--- src/rtl/decoder_pkg.sv ---
// Shared types and defaults for the scanning address decoder.
// Holds the FSM state encoding and default width/prescale constants.
// Imported by decoder_scan and anything that needs to reason about its state.
package decoder_pkg;

    localparam int DEF_AW       = 3;
    localparam int DEF_SCAN_DIV = 4;

    typedef enum logic [1:0] {
        ST_IDLE   = 2'd0,
        ST_MANUAL = 2'd1,
        ST_SCAN   = 2'd2
    } state_t;

endpackage

--- src/rtl/decoder_scan_timer.sv ---
// Scan prescaler: counts 0..DIV-1 while run is high, raises tick on the last count.
// Latency: tick is combinational from the registered count (same cycle as count==DIV-1).
// Backpressure: none; clr wins over run, and the count holds when neither is asserted.
module scan_timer #(
    parameter int DIV = 4
) (
    input  logic clk,
    input  logic rst,
    input  logic clr,
    input  logic run,
    output logic tick
);

    localparam int            CW   = (DIV > 1) ? $clog2(DIV) : 1;
    localparam logic [CW-1:0] LAST = CW'(DIV - 1);

    logic [CW-1:0] r_cnt;

    assign tick = run && (r_cnt == LAST);

    // Count while running, wrap on the tick cycle, clear on request.
    always_ff @(posedge clk) begin
        if (rst) begin
            r_cnt <= '0;
        end else if (clr) begin
            r_cnt <= '0;
        end else if (run) begin
            r_cnt <= tick ? '0 : (r_cnt + CW'(1));
        end
    end

endmodule

--- src/rtl/decoder_scan.sv ---
// Enabled one-hot-low decoder with manual and auto-scan modes; optional MASK via DECODER_SCAN_MASK_EN.
// Latency: Y, CUR and STEP are registered, one cycle from the inputs that select them.
// Backpressure: none; the mode is re-evaluated every cycle and A is ignored while scanning.
module decoder_scan
    import decoder_pkg::*;
#(
    parameter int AW       = DEF_AW,
    parameter int SCAN_DIV = DEF_SCAN_DIV
) (
    input  logic                  clk,
    input  logic                  rst,
    input  logic                  G,
    input  logic                  GA,
    input  logic                  GB,
    input  logic                  SCAN,
    input  logic [AW-1:0]         A,
`ifdef DECODER_SCAN_MASK_EN
    input  logic [(1<<AW)-1:0]    MASK,
`endif
    output logic [(1<<AW)-1:0]    Y,
    output logic [AW-1:0]         CUR,
    output logic                  STEP
);

    localparam int NY = 1 << AW;

    state_t          r_state;
    state_t          w_state_nxt;
    logic            w_en;
    logic            w_tick;
    logic            w_tmr_clr;
    logic            w_tmr_run;
    logic            w_mask_any;
    logic [AW-1:0]   w_scan_nxt;
    logic [NY-1:0]   w_y_nxt;
    logic [AW-1:0]   w_cur_nxt;
    logic            w_step_nxt;
    logic [NY-1:0]   r_y;
    logic [AW-1:0]   r_cur;
    logic            r_step;

    function automatic logic [NY-1:0] dec_low(input logic [AW-1:0] addr);
        dec_low = ~(NY'(1) << addr);
    endfunction

    assign w_en = G & ~GA & ~GB;

    scan_timer #(
        .DIV (SCAN_DIV)
    ) u_timer (
        .clk  (clk),
        .rst  (rst),
        .clr  (w_tmr_clr),
        .run  (w_tmr_run),
        .tick (w_tick)
    );

`ifdef DECODER_SCAN_MASK_EN
    logic [AW-1:0] w_idx;
    logic          w_found;

    // Next included channel above CUR (with wrap); k==NY lands back on CUR itself.
    always_comb begin
        w_scan_nxt = r_cur;
        w_mask_any = |MASK;
        w_idx      = r_cur;
        w_found    = 1'b0;
        for (int k = 1; k <= NY; k++) begin
            w_idx = r_cur + AW'(k);
            if (!w_found && MASK[w_idx]) begin
                w_scan_nxt = w_idx;
                w_found    = 1'b1;
            end
        end
    end
`else
    // Without a mask every address is visited; wrap is the natural AW-bit overflow.
    always_comb begin
        w_scan_nxt = r_cur + AW'(1);
        w_mask_any = 1'b1;
    end
`endif

    // State register.
    always_ff @(posedge clk) begin
        if (rst) begin
            r_state <= ST_IDLE;
        end else begin
            r_state <= w_state_nxt;
        end
    end

    // Next state from en/SCAN, plus the next values of the registered outputs.
    always_comb begin
        w_state_nxt = ST_IDLE;
        w_y_nxt     = '1;
        w_cur_nxt   = r_cur;
        w_step_nxt  = 1'b0;
        w_tmr_clr   = 1'b0;
        w_tmr_run   = 1'b0;
        if (w_en) begin
            w_state_nxt = SCAN ? ST_SCAN : ST_MANUAL;
        end
        case (w_state_nxt)
            ST_MANUAL: begin
                w_y_nxt   = dec_low(A);
                w_cur_nxt = A;
                w_tmr_clr = 1'b1;
            end
            ST_SCAN: begin
                if (r_state != ST_SCAN) begin
                    // Fresh entry always restarts from A; nothing is resumed.
                    w_cur_nxt = A;
                    w_tmr_clr = 1'b1;
                end else begin
                    w_tmr_run = 1'b1;
                    if (w_tick && w_mask_any) begin
                        w_cur_nxt  = w_scan_nxt;
                        w_step_nxt = 1'b1;
                    end
                end
                w_y_nxt = w_mask_any ? dec_low(w_cur_nxt) : '1;
            end
            default: begin
            end
        endcase
    end

    // Output registers; reset overrides every input.
    always_ff @(posedge clk) begin
        if (rst) begin
            r_y    <= '1;
            r_cur  <= '0;
            r_step <= 1'b0;
        end else begin
            r_y    <= w_y_nxt;
            r_cur  <= w_cur_nxt;
            r_step <= w_step_nxt;
        end
    end

    assign Y    = r_y;
    assign CUR  = r_cur;
    assign STEP = r_step;

endmodule

--- config.mk ---
export PLATFORM = sky130hd
export DESIGN_NAME = decoder_scan
export DESIGN_NICKNAME = d
export VERILOG_FILES = /design/src/rtl/decoder_pkg.sv /design/src/rtl/decoder_scan_timer.sv /design/src/rtl/decoder_scan.sv
export SDC_FILE = /design/constraint.sdc
export NUM_CORES = 1
export LEC_CHECK = 0
export ABC_AREA = 1
export CAP_MARGIN = 20
export CORE_ASPECT_RATIO = 1.2
export CORE_MARGIN = 3
export CORE_UTILIZATION = 25
export CTS_BUF_LIST = sky130_fd_sc_hd__clkbuf_8
export DETAILED_ROUTE_END_ITERATION = 10
export GPL_TIMING_DRIVEN = 0
export PLACE_DENSITY = 0.5
export SYNTH_ARGS = -nofsm -noshare
export SYNTH_HDL_FRONTEND = slang
export SYNTH_SLANG_ARGS = --single-unit
--- constraint.sdc ---
create_clock -name clk -period 3.35 [get_ports clk]
set_input_delay 0.335 -clock clk [delete_from_list [all_inputs] [get_ports clk]]
set_output_delay 0.335 -clock clk [all_outputs]
set_load 0.02 [all_outputs]
# After elaboration in Yosys (flattened, before gate mapping)
# Cells that the tools add are included.
word_totals:
  register_bits: 16
  latchBits: 0
  mem_bits_rw: 0
  romBits: 0
  in_bits: 9
  word_cells: 37
  n_memories: 0
op_classes:
  addsub: 2
  multipliers: 0
  div_mod_pow: 0
  n_lt_le_gt_ge: 0
  eq_ne: 4
  n_shift: 2
  muxes: 13
  bitwise_logic: 7
  reduce_logical: 4
op_table:
  columns: ["op", "n"]
  rows:
  - ["8-bit inverter", 2]
  - ["8-bit case mux with 2 select lines", 1]
  - ["1-bit by 3-bit << shifter with 8-bit output, first input constant", 2]
  - ["3-bit 2-to-1 mux", 3]
  - ["2-bit 2-to-1 mux", 3]
  - ["3-bit case mux with 2 select lines", 1]
  - ["2-bit equality test, second input constant", 2]
  - ["1-bit 2-to-1 mux", 4]
  - ["3-bit by 1-bit adder with 3-bit output, second input constant", 1]
  - ["1-bit inverter", 3]
  - ["3-bit OR reduction", 1]
  - ["2-bit by 1-bit adder with 2-bit output, second input constant", 1]
  - ["1-bit AND", 2]
  - ["2-bit by 1-bit equality test with 1-bit output, second input constant", 1]
  - ["2-bit inequality test, second input constant", 1]
  - ["1-bit case mux with 2 select lines", 1]
  - ["2-bit nonzero test", 1]
  - ["2-bit OR reduction", 1]
  - ["1-bit logical AND", 1]

# Depth between registers and ports, before layout
# Gate-level depths: netlist of the first run.
logic_depth:
  ltp_word: 13
  mapped_depth: 11
  ltp_nobuf: 11

# Modules after synthesis
# Synthesis of the first run repeated with hierarchy kept, for this count alone.
hier_totals:
  hier_cells: 131
  hier_area_um2: 885.8
by_module_without_submodules:
  columns: ["mod", "instances", "cells_per_inst", "area_each_um2", "seq_area_each_um2"]
  rows:
  - ["decoder_scan", 1, 115, 780.7, 280.3]
  - ["scan_timer", 1, 16, 105.1, 40.0]

# Worst setup path before layout of the first run
# Ideal clock, no wire load.
synth_path:
  path_kind: "reg-to-reg"
  startpoint: "reg r_cur[0] (netlist: CUR[0])"
  endpoint: "reg r_y[0] (netlist: Y[0])"
  setup_time_ps: 127
  t_arrival_ps: 1259
  required_time_ps: 3223
  slack_ps: 1964
  stages_incl_launch_ff: 8
  synth_period_minus_slack_ps: 1386
  cell_sequence: "dfxtp_1 > ha_1 > xnor2_1 > nand3_1 > nand3_2 > a21oi_4 > nor2_1 > nand3_1"
synth_between:
  elab_chain_cells: 7
synth_lines:
  columns: ["item", "line_no", "rtl"]
  rows:
  - ["from (decl)", "decoder_scan.sv:39", "logic [AW-1:0] r_cur;"]
  - ["from (signal assigned)", "decoder_scan.sv:137", "r_cur <= w_cur_nxt;"]
  - ["3-bit by 1-bit adder with 3-bit output", "decoder_scan.sv:79", "w_scan_nxt = r_cur + AW'(1);"]
  - ["3-bit 2-to-1 mux (*)", "decoder_scan.sv:117", "if (w_tick && w_mask_any) begin"]
  - ["3-bit 2-to-1 mux (*)", "decoder_scan.sv:111", "if (r_state != ST_SCAN) begin"]
  - ["3-bit 2-to-1 mux (*)", "decoder_scan.sv:104", "case (w_state_nxt)"]
  - ["1-bit by 3-bit << shifter with 8-bit output (*)", "decoder_scan.sv:43", "dec_low = ~(NY'(1) << addr);"]
  - ["8-bit inverter (*)", "decoder_scan.sv:43", null]
  - ["8-bit case mux with 2 select lines (*)", "decoder_scan.sv:104", null]
  - ["to (signal assigned)", "decoder_scan.sv:136", "r_y <= w_y_nxt;"]
  - ["to (decl)", "decoder_scan.sv:38", "logic [NY-1:0] r_y;"]
# Mark *: on every way between the ends. The rest lies on a longest branch, timed or not. The select of a mux whose other input is x is not followed.
# A chain may end at the register's enable or synchronous reset.

# Worst setup path after layout of the first run
layout_path:
  startpoint: "in SCAN"
  endpoint: "reg r_y[5] (netlist: Y[5])"
layout_between:
  elab_chain_cells: 11
  word_cells_on_any_way: 12
  classes_between: "eq/ne (2); shift (1); mux (7); bitwise (1); reduce/logical (1)"
layout_lines:
  columns: ["item", "line_no", "rtl"]
  rows:
  - ["from (decl)", "decoder_scan.sv:15", "input logic SCAN,"]
  - ["2-bit 2-to-1 mux (*)", "decoder_scan.sv:102", "w_state_nxt = SCAN ? ST_SCAN : ST_MANUAL;"]
  - ["2-bit 2-to-1 mux (*)", "decoder_scan.sv:101", "if (w_en) begin"]
  - ["2-bit equality test", "decoder_scan.sv:104", null]
  - ["1-bit 2-to-1 mux", "decoder_scan.sv:104", null]
  - ["1-bit logical AND", "decoder_scan_timer.sv:19", "assign tick = run && (r_cnt == LAST);"]
  - ["3-bit 2-to-1 mux", "decoder_scan.sv:117", null]
  - ["3-bit 2-to-1 mux", "decoder_scan.sv:111", null]
  - ["3-bit 2-to-1 mux", "decoder_scan.sv:104", null]
  - ["1-bit by 3-bit << shifter with 8-bit output", "decoder_scan.sv:43", null]
  - ["8-bit inverter", "decoder_scan.sv:43", null]
  - ["8-bit case mux with 2 select lines (*)", "decoder_scan.sv:104", null]
# Marked as above.

==> run_results.csv, run 1 <==
group,metric,value,unit
clocking,cts_root_buf,"clkbuf_8",
min_path,holdCritStartpoint,"u_timer.r_cnt[1]",
finish,drive_gt1_share,9.59,%
power,leakage,0.472,nW
worst_setup_path,slowest_stage,"clkdlybuf4s50_1",
clocking,hold_buffers,0,
clocking,clk_path_buf_depth,2,
synth,seq_area_frac_synth,37.2,%
place,gp_congestion,0.844,
synth,syn_area,862,sq um
clocking,clkTransAtPathRegs,0.06,ns
power,power_density,340,mW/mm^2
min_path,min-delay-path-class,"reg2reg",
worst_setup_path,critical_path_class,"in2reg",
clocking,clk_latency,0.24,ns
worst_setup_path,cp-start-kind,"primary input",
floorplanning,fp.dieH,70.3,um
worst_setup_path,r2r_slack,1.92,ns
worst_setup_path,end_kind,"register",
finish,finalInstanceArea,0.00115,sq mm
worst_setup_path,worstSetupStartpoint,"SCAN",
finish,multi_input_area,478,sq um
sta,setup_tns,0,ns
routing,drc,0,
routing,drtAntennaViolNets,0,
sta,relSlewSlack,77.1,%
sta,rsz0062_at_grt,"no",
synth,yosysWarnings,0,
routing,drtPass1Iterations,4,
routing,num_vias,870,
synth,synth_area_leaders,"dfxtp_1 (37%), nand2_1 (13%), nor2_1 (7.8%)",
finish,layout.nets,159,
global_routing,grt_max_degree,9,
worst_setup_path,regToRegStartpoint,"r_state[1]",
worst_setup_path,cp_cell_sequence,"clkdlybuf4s50_1, nand3_2, nor2_4, nand2_2, nand2_1, nand3_1, nand2_1, nand3_1, nor2_1, nor2_1",
global_routing,antenna_found_initial,0,
job,drv_cap,0,
floorplanning,dieArea,0.00419,sq mm
sta,fin_crit,1.69,ns
clocking,cts_sinks,16,
place,dp_hpwl,1.71,mm
synth,synth_fp_nets,134,
floorplanning,start_util,27.0,%
global_routing,overflow,0,
floorplanning,rows,22,
synth,yosysUniqueCellTypes,22,
clocking,cts_setup_buffers,0,
synth,synth_top_area_share,37.2,%
worst_setup_path,required,3.48,ns
sta,hold_viol,0,
finish,area_growth,33.2,%
finish,final-seq-area,320,sq um
global_routing,grt_pass1_vias,805,
finish,fillers,356,
min_path,min_path_cells,2,
global_routing,grt_pass1_wl,3.59,mm
floorplanning,pin_count,21,
worst_setup_path,reg2reg_to,"Y[5]",
synth,syn_area_per_cell,7.01,sq um
power,max-vdd-ir-drop,248,uV
finish,layout.cells.non_filler,182,
synth,synth_cells,123,
routing,first_iter_violations,27,
global_routing,grtUsageTotal,11.0,%
clocking,post_cts_resized,0,
sta,post-route-period-util,50.5,%
worst_setup_path,path_max_fanout,8,
routing,post_drt_wl_per_cell,11.7,um
clocking,cts.htree.levels,1,
floorplanning,die_x,59.6,um
outcome,status,"completed",
routing,wl,2.13,mm
sta,finalMaxSlewViolations,0,
place,numPortBuffers,20,
clocking,cts_buffers,3,
clocking,cts_tree,"done",
routing,via_per_inst,4.78,
floorplanning,core_region_area,0.00319,sq mm
worst_setup_path,slowest_delay,0.50,ns
synth,synth_seq_cells,16,
worst_setup_path,crit_path_end,"Y[5]",
power,total_power,390,uW
synth,yosysTopAreaCell,"dfxtp_1",
sta,clock_skew,0.000574,ns
worst_setup_path,r2r_cells,9,
sta,fmax,0.591,GHz
sta,max_slew.worst_pin.slew,0.342,ns
finish,diodes,0,
worst_setup_path,worstPathArrival,1.82,ns
place,post_dp_cell_area,0.00111,sq mm
place,dp_cells,179,
sta,finalSetupViolations,0,
-- worst max-delay path, delay by kind of cell --
| kind | cells | cell delay, ns |
|---|---|---|
| buffers and inverters | 1 | 0.50 |
| AND/OR/NAND/NOR | 9 | 0.98 |
-- worst min-delay path by stage --
stage	to	slack (ns)
floorplan	CUR[2]	0.41
global placement	u_timer.r_cnt[1]	0.45
detailed placement	u_timer.r_cnt[1]	0.48
CTS	u_timer.r_cnt[1]	0.49
global route	u_timer.r_cnt[1]	0.51
finish	u_timer.r_cnt[1]	0.49
-- cell type report --
class / count / share of cell area, %
flip-flops and latches: 16 / 27.9
multi-input cells: 90 / 41.6
clock buffers: 3 / 3.59
well taps: 36 / 3.92
inverters: 17 / 5.56
repair buffers: 20 / 17.4
-- placed cells by master, fill, tap and decap left out --
cell type         n
a21oi_1           4
nor3_1            3
nand2_1          30
o22ai_1           1
nand3_1          13
o21a_1            2
o21ai_0           3
nor2_1           18
nor4_1            1
xnor2_1           1
inv_2             2
clkdlybuf4s50_1  20
o31ai_1           2
nand2_2           2
nand3_2           3
nand3b_1          1
dfxtp_1          16
clkbuf_8          3
nand3_4           1
a21oi_4           1
nor2_4            1
ha_1              2
inv_1            15
nand2_4           1
-- synth_stat cells, drive strengths merged --
library cell and instances:
ha 2, nor2 19, inv 17, o31ai 2, nand3b 1, o21ai 3
o21a 2, a21oi 5, nor4 1, o22ai 1, nand3 17, xnor2 1
dfxtp 16, nor3 3, nand2 33
-- flip-flops by register name, summed over array words and instances (netlist names) --
register,cells
Y,8
CUR,3
r_state,2
u_timer.r_cnt,2
STEP,1
-- report_power, final --
part / internal [mW] / leakage [nW] / switching, mW / total [mW]
sequential: 0.194 / 0.130 / 0.00216 / 0.196
combinational: 0.0230 / 0.320 / 0.0323 / 0.0553
clock: 0.0796 / 0.0216 / 0.0596 / 0.139
-- logic make-up (layout without fill, tap and decap cells) --
kind of cell	count (synthesis)	in the layout	synth area share, %
flip-flops	16	16	37.2
buffers and inverters	17	40	7.40
AO/OA/AOI/OAI	13	13	10.2
adder cells (fa/ha/maj)	2	2	2.90
AND/OR/NAND/NOR	74	74	41.4
XOR/XNOR	1	1	1.02
-- stage by stage --
step	setup WS (ns)	util (%)	hold slack (ns)
finish	1.66	36.0	0.485
global route	1.52	36.0	0.505
CTS	1.65	36.0	0.487
detailed placement	1.39	34.7	0.478
global placement	1.43	34.7	0.450
floorplan	1.96	-	0.407
-- per-layer routing --
metal	vias to the layer above	part of all wire, %	wire (um)	track usage [%]
li1	440	-	-	-
met5	-	0	0	0
met1	396	45	949	13.3
met4	0	2.5	54	4.43
met2	27	47	990	18.5
met3	7	6.3	133	2.03
No activity file was read; power rests on OpenSTA's default activity.
==> run 2: changes to the inputs <==
==> constraint.sdc (replaced) <==
create_clock -name clk -period 1.6 [get_ports clk]
set_input_delay 0.16 -clock clk [delete_from_list [all_inputs] [get_ports clk]]
set_output_delay 0.16 -clock clk [all_outputs]
set_load 0.02 [all_outputs]
==> run 2 against run 1 <==
Setup slack got worse by 1.5 ns. Hold slack got worse by 0.0012 ns. Clock power rose by 110%. Total power rose by 110%. Non-clock buffer count rose by 3. Clock skew barely moved. Via count rose by 3.2%. Sequential power rose by 110%. Core utilization rose by 0.71 points. Register-to-register slack got worse by 1.7 ns. Design area rose by 2.0%.
==> run_results.csv, run 2 (synthesis results as in run 1) <==
group,metric,value,unit
outcome,status,"completed",
global_routing,overflow,0,
global_routing,grt_pass1_wl,3.59,mm
place,numPortBuffers,20,
worst_setup_path,r2r_slack,0.18,ns
power,power.switching,197,uW
finish,final_cell_mix,"nand2_1 (30), clkdlybuf4s50_1 (20), nor2_1 (18)",
floorplanning,dieArea,0.00419,sq mm
min_path,min_to,"u_timer.r_cnt[1]",
power,power_density,698,mW/mm^2
worst_setup_path,path_max_fanout,5,
finish,largest_register_ffs,8,
place,dp_hpwl,1.71,mm
global_routing,antenna_found_initial,0,
sta,hold_viol,0,
power,seqPwrFrac,50.2,%
clocking,cts_buffers,3,
power,clkPwrFrac,35.6,%
min_path,min_path_cells,2,
clocking,cts_root_buf,"clkbuf_8",
worst_setup_path,end_kind,"register",
worst_setup_path,r2r_cells,7,
routing,num_vias,898,
worst_setup_path,critical_path_class,"in2reg",
sta,finalSetupViolations,0,
worst_setup_path,required,1.73,ns
power,switching_share,24.1,%
finish,layout.nets,162,
power,pwr-share-comb,14.2,%
worst_setup_path,cp-start-kind,"primary input",
sta,max_slew.worst_pin.slew,0.349,ns
clocking,cts_sinks,16,
finish,drive_gt1_share,11.4,%
floorplanning,rows,22,
routing,post_drt_wl_per_cell,11.7,um
sta,clock_skew,0.000739,ns
clocking,clk_path_buf_depth,2,
finish,area_growth,35.8,%
finish,final_common_cell,"nand2_1",
sta,post-route-period-util,92.5,%
clocking,clkTransAtPathRegs,0.06,ns
power,leakage,0.488,nW
floorplanning,fp.dieH,70.3,um
finish,finish.utilization,36.7,%
global_routing,grt_pass1_vias,805,
floorplanning,core_region_area,0.00319,sq mm
sta,fin_crit,1.48,ns
worst_setup_path,worstPathArrival,1.61,ns
floorplanning,start_util,27.0,%
routing,wl,2.16,mm
power,p_int,621,uW
clocking,cts.htree.levels,1,
min_path,min-delay-path-class,"reg2reg",
power,total_power,818,uW
worst_setup_path,regToRegStartpoint,"CUR[1]",
floorplanning,die_x,59.6,um
finish,diodes,0,
global_routing,grt_max_degree,9,
worst_setup_path,reg2reg_to,"Y[0]",
floorplanning,pin_count,21,
routing,drtAntennaViolNets,0,
clocking,cts_tree,"done",
place,post_dp_cell_area,0.00111,sq mm
global_routing,grtUsageTotal,11.0,%
job,drv_cap,0,
sta,relSlewSlack,76.6,%
clocking,post_cts_resized,0,
place,gp_congestion,0.844,
finish,finalInstanceArea,0.00117,sq mm
routing,first_iter_violations,21,
routing,drtPass1Iterations,4,
sta,fmax,0.676,GHz
power,max-vdd-ir-drop,519,uV
routing,drc,0,
min_path,holdCritStartpoint,"u_timer.r_cnt[1]",
clocking,clk_latency,0.24,ns
sta,finalMaxSlewViolations,0,
routing,via_per_inst,4.85,
==> run 2: power by group through the flow <==
stage / Sequential, mW / Combinational [mW] / Clock (mW)
3_5_place_dp: 0.419 / 0.115 / 0
5_1_grt: 0.411 / 0.129 / 0.313
2_1_floorplan: 0.426 / 0.0549 / 0
6_report: 0.410 / 0.116 / 0.291
3_3_place_gp: 0.419 / 0.114 / 0
4_1_cts: 0.410 / 0.116 / 0.300
==> run 2: area by class of cell <==
type | count | area, sq um
Fill cell | 355 | 2020
Tap cell | 36 | 45.0
Multi-Input combinational cell | 90 | 478
Timing Repair Buffer | 23 | 223
Sequential cell | 16 | 320
Clock buffer | 3 | 41.3
Inverter | 17 | 63.8
==> run 2: repair_timing <==
action,CTS,global route
hold buffers,0,0
setup endpoints to repair,0,7
setup buffers,0,3
==> run 2: worst max path at each step <==
stage | start | to | slack (ns)
6_report | G | Y[7] | 0.12
5_1_grt | SCAN | Y[3] | -0.004
4_1_cts | SCAN | Y[0] | 0.07
3_5_place_dp | SCAN | Y[5] | -0.18
3_3_place_gp | SCAN | Y[0] | -0.15
2_1_floorplan | CUR[0] | Y[0] | 0.21
==> run 2: critical path, stage by stage <==
cell and delay [ns]:
clkdlybuf4s50_1 0.50, nand3_4 0.11, nor2_1 0.30, inv_1 0.19
a21oi_4 0.18, nand2_1 0.08, nand2_1 0.06, nand2_1 0.04
==> run 2: routing by layer <==
| layer | GRT usage [%] | wire length (um) | vias up | share of wire [%] |
|---|---|---|---|---|
| li1 | - | - | 446 | - |
| met1 | 13.3 | 930 | 414 | 43 |
| met2 | 18.5 | 1050 | 33 | 48 |
| met3 | 2.03 | 143 | 5 | 6.6 |
| met4 | 4.43 | 40 | 0 | 1.8 |
| met5 | 0 | 0 | - | 0 |
==> run 2: metrics by stage <==
| stage | worst slack (ns) | setup TNS [ns] | instances | hold slack (ns) |
|---|---|---|---|---|
| after CTS | 0.0730 | 0 | 182 | 0.487 |
| after global routing | -0.00382 | -0.00414 | 185 | 0.505 |
| after floorplan | 0.214 | 0 | 123 | 0.232 |
| after global placement | -0.150 | -1.19 | 179 | 0.450 |
| final | 0.120 | 0 | 185 | 0.484 |
| after detailed placement | -0.183 | -1.47 | 179 | 0.478 |
==> run 3: changes to the inputs <==
--- a/config.mk
+++ b/config.mk
@@ -9,11 +9,11 @@
 export CAP_MARGIN = 20
 export CORE_ASPECT_RATIO = 1.2
 export CORE_MARGIN = 3
-export CORE_UTILIZATION = 25
+export CORE_UTILIZATION = 45
 export CTS_BUF_LIST = sky130_fd_sc_hd__clkbuf_8
 export DETAILED_ROUTE_END_ITERATION = 10
 export GPL_TIMING_DRIVEN = 0
-export PLACE_DENSITY = 0.5
+export PLACE_DENSITY = 0.81
 export SYNTH_ARGS = -nofsm -noshare
 export SYNTH_HDL_FRONTEND = slang
 export SYNTH_SLANG_ARGS = --single-unit
==> constraint.sdc (replaced) <==
create_clock -name clk -period 1.2 [get_ports clk]
set_input_delay 0.12 -clock clk [delete_from_list [all_inputs] [get_ports clk]]
set_output_delay 0.12 -clock clk [all_outputs]
set_load 0.02 [all_outputs]
==> run 3 against run 2 <==
The run now ends with negative setup slack left. Wire length shrank 0.88%. Sequential share of layout area shrank 1.9 points. Sequential power grew 33%. Design area grew 11%. Largest cell class unchanged. Largest power group unchanged.
==> run_results.csv, run 3 (synthesis results as in run 1) <==
group,metric,value,unit
power,total_power,1.19,mW
worst_setup_path,r2r_cells,11,
sta,post-route-period-util,119,%
routing,first_iter_violations,28,
clocking,clk_latency,0.25,ns
sta,setup_tns,-2.08,ns
finish,diodes,0,
routing,drtAntennaViolNets,0,
min_path,min_to,"r_state[1]",
worst_setup_path,reg2reg_to,"Y[7]",
place,dp_hpwl,1.52,mm
routing,highest_layer,"met4",
finish,area_growth,50.7,%
global_routing,grt_max_degree,10,
worst_setup_path,cp_cell_sequence,"clkdlybuf4s50_1, inv_2, nand3_4, nor2_4, buf_4, nand3_2, nand3_4, nand2_4, nor2_1, nand2_1, nand2_1, nand2_1",
routing,wl_met3,100,um
floorplanning,start_util,50.1,%
place,numPortBuffers,20,
routing,num_vias,926,
finish,final_common_cell,"nand2_1",
sta,clock_skew,0.00309,ns
place,post_dp_cell_area,0.00111,sq mm
finish,largest_register_ffs,8,
finish,drive_gt1_share,29.9,%
worst_setup_path,cp-start-kind,"primary input",
min_path,holdCritStartpoint,"SCAN",
floorplanning,dieArea,0.00248,sq mm
worst_setup_path,required,1.34,ns
routing,drt-met1-wl,918,um
global_routing,grtUsageTotal,19.6,%
routing,post_drt_wl_per_cell,12.5,um
outcome,status,"finished with violations",
sta,fin_ws,-0.233,ns
worst_setup_path,path_common_cell,"nand2_1",
power,leakage,0.553,nW
floorplanning,rows,16,
worst_setup_path,worstPathArrival,1.58,ns
clocking,cts_tree,"done",
clocking,clkTransAtPathRegs,0.06,ns
sta,finalSetupViolations,11,
worst_setup_path,regToRegStartpoint,"r_state[0]",
clocking,cts_sinks,16,
power,max-vdd-ir-drop,635,uV
sta,max_slew.worst_pin.slew,0.269,ns
routing,drc,0,
outcome,violations,"negative setup slack",
clocking,cts_root_buf,"clkbuf_8",
sta,holdWs,0.357,ns
min_path,min_path_cells,3,
worst_setup_path,end_kind,"register",
clocking,clk_path_buf_depth,2,
clocking,cts.htree.levels,1,
worst_setup_path,cp_top_family,"simple AND/OR/NAND/NOR gates",
floorplanning,die_x,46.0,um
routing,route.met2.wl,1.06,mm
sta,fmax,0.698,GHz
routing,via_per_inst,5.38,
finish,finalInstanceArea,0.00130,sq mm
worst_setup_path,critical_path_class,"in2reg",
worst_setup_path,crit_buf_inv,3,
sta,relSlewSlack,81.9,%
finish,final_cell_mix,"nand2_1 (23), nor2_1 (13), dlygate4sd2_1 (13)",
global_routing,overflow,0,
worst_setup_path,r2r_slack,-0.22,ns
global_routing,antenna_found_initial,0,
job,drv_cap,0,
min_path,min-delay-path-class,"in2reg",
worst_setup_path,path_max_fanout,6,
floorplanning,pin_count,21,
floorplanning,core_region_area,0.00172,sq mm
sta,fin_crit,1.43,ns
routing,wl,2.14,mm
routing,drtPass1Iterations,4,
place,gp_congestion,0.838,
power,power_density,920,mW/mm^2
worst_setup_path,slowest_delay,0.42,ns
worst_setup_path,slowest_stage,"clkdlybuf4s50_1",
global_routing,grt_pass1_vias,856,
floorplanning,fp.dieH,53.9,um
finish,layout.nets,166,
sta,hold_viol,0,
clocking,cts_buffers,3,
sta,rsz0062_at_grt,"yes",
sta,finalMaxSlewViolations,0,
global_routing,grt_pass1_wl,3.54,mm
==> run 3: cell count changes in the layout (fill, tap and decap cells not counted), sizes merged <==
cell	change
clkdlybuf4s50	-15
clkbuf	+1
dlymetal6s2s	+2
buf	+4
dlygate4sd2	+13
==> run 3: layout make-up <==
type | count | area, sq um
clock buffers | 4 | 55.1
fillers | 130 | 423
inverters | 17 | 63.8
flip-flops and latches | 16 | 330
multi-input cells | 90 | 586
well taps | 18 | 22.5
repair buffers | 27 | 241
==> run 3: repair_timing <==
item                                    CTS  global route
resized for setup                        21            20
pin swaps                                 6            16
hold buffers                              0             0
buffers inserted                          2             5
endpoints found under the setup margin   23            12
==> run 3: per-layer routing <==
layer | vias up | global-route usage, %
met5 | - | 0
met4 | 0 | 11.4
met3 | 9 | 3.68
met2 | 36 | 33.7
met1 | 422 | 22.0
li1 | 459 | -
==> run 3: how the worst max path moves through the flow <==
stage | cells after the start | startpoint | to
global route | 11 | GA | Y[7]
floorplan | 10 | r_state[0] | Y[7]
global placement | 10 | G | Y[7]
CTS | 10 | r_state[0] | Y[7]
detailed placement | 10 | G | Y[7]
finish | 12 | GA | Y[7]
==> run 3: worst reg2reg max path: stages, from the launching register on <==
cell     delay, ns
dfxtp_2       0.31
inv_2         0.06
nand3_4       0.08
nor2_4        0.17
buf_4         0.14
nand3_2       0.09
nand3_4       0.09
nand2_4       0.09
nor2_1        0.12
nand2_1       0.06
nand2_1       0.06
nand2_1       0.04
==> run 3: through the flow <==
step | utilization [%] | setup slack (ns) | instances
final | 75.4 | -0.233 | 172
after global routing | 75.4 | -0.320 | 172
after floorplan | - | -0.0714 | 123
after CTS | 69.4 | -0.186 | 167
after detailed placement | 64.4 | -0.540 | 161
after global placement | 64.4 | -0.523 | 161
==> run 3: power by group <==
group | total [mW] | switching, mW | leakage (nW) | internal [mW]
Combinational | 0.167 | 0.101 | 0.392 | 0.0659
Sequential | 0.547 | 0.00828 | 0.132 | 0.538
Clock | 0.481 | 0.190 | 0.0288 | 0.291
Total | 1.19 | 0.299 | 0.553 | 0.896
